`config.mk`:
```
export PLATFORM = sky130hd
export DESIGN_NAME = flash_arbiter
export DESIGN_NICKNAME = d
export VERILOG_FILES = /design/src/rtl/flash_arbiter.sv
export SDC_FILE = /design/constraint.sdc
export NUM_CORES = 1
export LEC_CHECK = 0
export ABC_CLOCK_PERIOD_IN_PS = 4470
export BUFFER_PORTS_ARGS = -buffer_cell sky130_fd_sc_hd__buf_2
export CAP_MARGIN = 20
export CORE_MARGIN = 3
export CORE_UTILIZATION = 40
export DETAILED_ROUTE_END_ITERATION = 7
export GPL_ROUTABILITY_DRIVEN = 0
export GPL_TIMING_DRIVEN = 0
export MAX_ROUTING_LAYER = met4
export PLACE_DENSITY = 0.68
export SYNTH_ARGS = -nofsm -noshare
export SYNTH_HDL_FRONTEND = slang
export SYNTH_SLANG_ARGS = --single-unit
```
`constraint.sdc`:
```
create_clock -name clk -period 4.47 [get_ports clk]
set_input_delay 0.6705 -clock clk [delete_from_list [all_inputs] [get_ports clk]]
set_output_delay 0.6705 -clock clk [all_outputs]
set_load 0.005 [all_outputs]
```
`src/rtl/flash_arbiter.sv`:
```
`default_nettype none
// ============================================================================
// Module      : flash_arbiter
// Description : Two-port round-robin arbiter in front of a flash engine.
//               Port 0 (instruction) issues reads only; port 1 (data) issues
//               reads or word programs. One transaction is outstanding at a
//               time, guarded by a cycle watchdog that forces completion with
//               err set if the engine never finishes.
// Revision    : 1.0 - initial release
// ============================================================================
module flash_arbiter #(
    parameter logic [11:0] IDLE_STATE = 12'h001,
    parameter int unsigned TIMEOUT    = 4096
) (
    input  logic        clk,
    input  logic        reset,
    input  logic        p0_req,
    input  logic [23:0] p0_addr,
    output logic        p0_ack,
    input  logic        p1_req,
    input  logic        p1_write,
    input  logic [23:0] p1_addr,
    input  logic [31:0] p1_wdata,
    output logic        p1_ack,
    output logic [31:0] rdata,
    output logic        err,
    output logic        flash_en,
    output logic        flash_write,
    output logic [23:0] flash_addr,
    output logic [31:0] flash_data_in,
    input  logic [31:0] flash_data_out,
    input  logic [11:0] state_to_cpu
);

    typedef enum logic [1:0] {
        S_IDLE   = 2'd0,
        S_LAUNCH = 2'd1,
        S_BUSY   = 2'd2,
        S_DONE   = 2'd3
    } state_t;

    // Watchdog value seen during the last permitted LAUNCH/BUSY cycle.
    localparam logic [31:0] C_WDOG_LAST = 32'(TIMEOUT - 1);

    state_t      r_state;
    state_t      w_next;
    logic        w_to_err;

    logic        r_port;       // port owning the current transaction
    logic        r_last;       // port granted most recently (1 = port 1)
    logic        r_write;
    logic [23:0] r_addr;
    logic [31:0] r_wdata;
    logic [31:0] r_rdata;
    logic        r_err;
    logic [31:0] r_wdog;

    logic        w_engine_idle;
    logic        w_grant_p1;
    logic        w_start;
    logic        w_timeout;
    logic [23:0] w_sel_addr;

    assign w_engine_idle = (state_to_cpu == IDLE_STATE);
    // With both ports asking, the one not served last wins.
    assign w_grant_p1    = p1_req & (~p0_req | ~r_last);
    assign w_start       = (r_state == S_IDLE) & (p0_req | p1_req) & w_engine_idle;
    assign w_timeout     = (r_wdog >= C_WDOG_LAST);
    assign w_sel_addr    = (w_grant_p1 ? p1_addr : p0_addr) & 24'hFF_FFFC;

    // State register, cleared asynchronously.
    always_ff @(posedge clk or posedge reset) begin
        if (reset) begin
            r_state <= S_IDLE;
        end else begin
            r_state <= w_next;
        end
    end

    // Next-state selection; a stuck engine is abandoned with err raised.
    always_comb begin
        w_next   = r_state;
        w_to_err = 1'b0;
        case (r_state)
            S_IDLE: begin
                if (w_start) begin
                    w_next = S_LAUNCH;
                end
            end
            S_LAUNCH: begin
                if (w_timeout) begin
                    w_next   = S_DONE;
                    w_to_err = 1'b1;
                end else if (!w_engine_idle) begin
                    w_next = S_BUSY;
                end
            end
            S_BUSY: begin
                if (w_engine_idle) begin
                    w_next = S_DONE;
                end else if (w_timeout) begin
                    w_next   = S_DONE;
                    w_to_err = 1'b1;
                end
            end
            S_DONE: begin
                w_next = S_IDLE;
            end
            default: begin
                w_next = S_IDLE;
            end
        endcase
    end

    // Transaction capture, read data, watchdog and error flag.
    always_ff @(posedge clk or posedge reset) begin
        if (reset) begin
            r_port  <= 1'b0;
            r_last  <= 1'b1;
            r_write <= 1'b0;
            r_addr  <= 24'h0;
            r_wdata <= 32'h0;
            r_rdata <= 32'h0;
            r_err   <= 1'b0;
            r_wdog  <= 32'h0;
        end else begin
            if (w_start) begin
                r_port  <= w_grant_p1;
                r_last  <= w_grant_p1;
                r_write <= w_grant_p1 & p1_write;
                r_addr  <= w_sel_addr;
                r_wdata <= w_grant_p1 ? p1_wdata : 32'h0;
            end
            if ((r_state == S_BUSY) && w_engine_idle && !r_write) begin
                r_rdata <= flash_data_out;
            end
            if ((r_state == S_LAUNCH) || (r_state == S_BUSY)) begin
                r_wdog <= r_wdog + 32'd1;
            end else begin
                r_wdog <= 32'h0;
            end
            r_err <= w_to_err;
        end
    end

    assign flash_en      = (r_state == S_LAUNCH);
    assign flash_write   = r_write;
    assign flash_addr    = r_addr;
    assign flash_data_in = r_wdata;
    assign p0_ack        = (r_state == S_DONE) & ~r_port;
    assign p1_ack        = (r_state == S_DONE) & r_port;
    assign rdata         = r_rdata;
    assign err           = r_err;

endmodule
`default_nettype wire

```
==> impl_metrics.tcl <==
set metrics [dict create \
    fin_crit_ns 2.46 \
    worstPathArrival_ns 2.73 \
    yosys-top-cells-area "dfrtp_1, nand2_1, mux2_2, o21ai_0, mux2i_1" \
    clk_latency_ns 0.41 \
    slew_violations 0 \
    p_total_uw 3040 \
    root_buffer "clkbuf_16" \
    dieArea_um2 15400 \
    max_freq_ghz 0.407 \
    htree_levels 4 \
    slowest_delay_ns 0.60 \
    ir_worst_vdd_v 0.000248 \
    grt_max_degree 86 \
    post_cts_buffers 0 \
    antenna_left 0 \
    layout_commonest_cell "buf_2" \
    synthCells 513 \
    hp-class "primary input to asynchronous set/reset pin" \
    viasPerCell 4.95 \
    area_growth_pct 35.7 \
    ys_warn_count 0 \
    crit_required_ns 4.74 \
    hold_buffers 0 \
    post-route-util_pct 56.3 \
    io_buffer_count 215 \
    nFillCells 1153 \
    clk_pin_slew_ns 0.06 \
    endpoint_kind "flip-flop" \
    final_nets 883 \
    grt.total_usage_pct 18.9 \
    overflow 0 \
    wl_per_cell_um 15.4 \
    path_cells "buf_2 > nor4_1 > nand3_1 > or2_1 > buf_6 > buf_2 > nand2_1 > o21ai_0" \
    cp-start-kind "primary input" \
    std_cell_rows 42 \
    route.vias.total 4643 \
    synth_fa_ha_area_share_pct 1.13 \
    die_w_um 124 \
    drt_pass1_iterations 4 \
    path_delay_family "simple AND/OR/NAND/NOR gates" \
    place_hpwl_um 10900 \
    crit_top_cell "buf_2" \
    yosysTopAreaCell "dfrtp_1" \
    ys_ff_latch 124 \
    antenna_found_initial 0 \
    syn_area_um2 5560 \
    fin_crit_sh_pct 55.0 \
    totalWireLength_um 14500 \
    core_um2 13400 \
    synth_enable_flop_cells 0 \
    rsz0062_at_grt "no" \
    synth_top_flop_cell "dfrtp_1" \
    post_dp_cell_area_um2 6890 \
    antenna_cells 0 \
    worst-path-buf-inv 3 \
    synthMuxAreaShare_pct 11.6 \
    grt_pass1_wl_um 21800 \
    yosys.area_share.simple_pct 16.7 \
    hold_viol 0 \
    worstPathMaxFanout 10 \
    cts_sinks 124 \
    cts_buffer_depth 2 \
    synth-compound-area-share_pct 6.73 \
    drt-initial-drc-count 171 \
    postCtsResizedCells 0 \
    yosysSeqAreaShare_pct 55.8 \
    async_flop_share_pct 100 \
    leakagePower_uw 0.00402 \
    drive_above_1_share_pct 40.6 \
    slowest_stage "nor4_1" \
    start_util_pct 41.5 \
    yosys.area.top_type_share_pct 55.4 \
    grt_pass1_vias 4403 \
    status "finished clean" \
    path_class "primary input to flip-flop" \
    stdcell_area_um2 7540 \
    tightest_slew_ns 0.744 \
    final_cell_mix "buf_2, dfrtp_1, nand2_1, o21ai_0, mux2_2" \
    setup_viol 0 \
    setup_slack_ns 2.01 \
    io_pins 222 \
    clock_skew_ns 0.00776 \
    die_h_um 124 \
    cts_buffers 17 \
    cts_tree "done" \
    route.detailed.drc 0 \
    synth-xor-area-share_pct 3.94 \
    synth_top_family_by_area "simple AND/OR/NAND/NOR gates" \
    ys_types 45 \
    slew-limit-headroom_pct 50.4 \
    power.density_nw_per_um2 404 \
    synth.avg_cell_area_um2 10.8 \
    rrSetupSlack_ns 2.45 \
    maxCapViolations 0 \
    dp_slack_ns 1.60 \
]
-- through the flow --
stage,TNS (ns),cells,hold WS [ns]
after floorplan,0,514,0.456
after global placement,-97.46,905,0.460
after detailed placement,0,906,0.467
after CTS,0,938,0.248
after global routing,0,938,0.270
final,0,938,0.245
-- Yosys cell counts, types with 3 or more instances --
| master | n |
|---|---|
| and2_1 | 4 |
| ha_1 | 5 |
| buf_6 | 8 |
| buf_4 | 3 |
| xnor2_1 | 12 |
| dfrtp_1 | 123 |
| mux2i_1 | 25 |
| buf_2 | 9 |
| clkbuf_1 | 10 |
| xor2_1 | 13 |
| nor4_1 | 13 |
| mux2_1 | 3 |
| nor3_1 | 7 |
| nand2_1 | 98 |
| and3_1 | 3 |
| mux2_2 | 32 |
| inv_1 | 7 |
| nand3_1 | 15 |
| a21oi_1 | 5 |
| o21ai_1 | 5 |
| or2_1 | 3 |
| nand4_1 | 5 |
| o21ai_0 | 52 |
| and4_1 | 3 |
| nor2_1 | 25 |
-- power by group --
part           leakage [µW]  internal (µW)  switching [µW]  total (µW)
Clock              0.000317           1020             486        1500
Sequential          0.00172           1150            22.4        1170
Combinational       0.00198            150             223         373
-- per-layer routing --
layer  up-vias  track usage (%)  wire length, µm
met5         -                -                0
met4         0             6.64              259
met3        20             4.86              927
met2       148             29.8             7120
met1      2246             23.7             6150
li1       2229                -                -
-- registers in the layout, summed over array words and instances (netlist names), 2 cells and up --
name / count
flash_data_in: 32
r_wdog: 32
rdata: 32
flash_addr: 22
r_state: 2
-- worst register-to-register path: cells and delay by family (launching register included) --
kind | cells | cell delay, ns
buffers and inverters | 1 | 0.14
DFF | 1 | 0.42
and+or+nand+nor | 2 | 0.47
AOI/OAI and AO/OA | 2 | 0.72
muxes | 1 | 0.19
-- final cells by class --
| cell class | count | area (µm²) | area share [%] |
|---|---|---|---|
| multi-input combinational | 353 | 2240 | 29.7 |
| inverter | 7 | 31.3 | 0.415 |
| buffer | 30 | 195 | 2.59 |
| timing repair buffer | 216 | 1100 | 14.6 |
| tap | 176 | 220 | 2.92 |
| clock buffer | 21 | 460 | 6.10 |
| clock inverter | 11 | 190 | 2.52 |
| sequential | 124 | 3100 | 41.2 |
-- cells by family (layout without fill, tap and decap cells) --
family	Yosys count	after routing
AOI/OAI and AO/OA	70	70
xor gates and xnor gates	25	25
adders and majority gates	5	5
buffers and inverters	37	285
DFF	124	124
muxes	60	60
other	1	2
and+or+nand+nor	191	191
-- final timing paths --
| check | endpoint | depth (start not counted) | from |
|---|---|---|---|
| setup reg to reg | r_state[1]$_DFFE_PP0P_ | 6 | r_wdog[2]$_DFF_PP0_ |
| min in group clk | flash_data_in[5]$_DFFE_PP0P_ | 2 | flash_data_in[5]$_DFFE_PP0P_ |
| hold reg to reg | flash_data_in[5]$_DFFE_PP0P_ | 2 | flash_data_in[5]$_DFFE_PP0P_ |
| max in group asynchronous | r_last$_DFFE_PP1P_ | 3 | reset |
| setup / recovery | flash_data_in[12]$_DFFE_PP0P_ | 8 | state_to_cpu[6] |
| hold / removal | rdata[11]$_DFFE_PP0P_ | 2 | reset |
(Power assumes the default switching activity.)
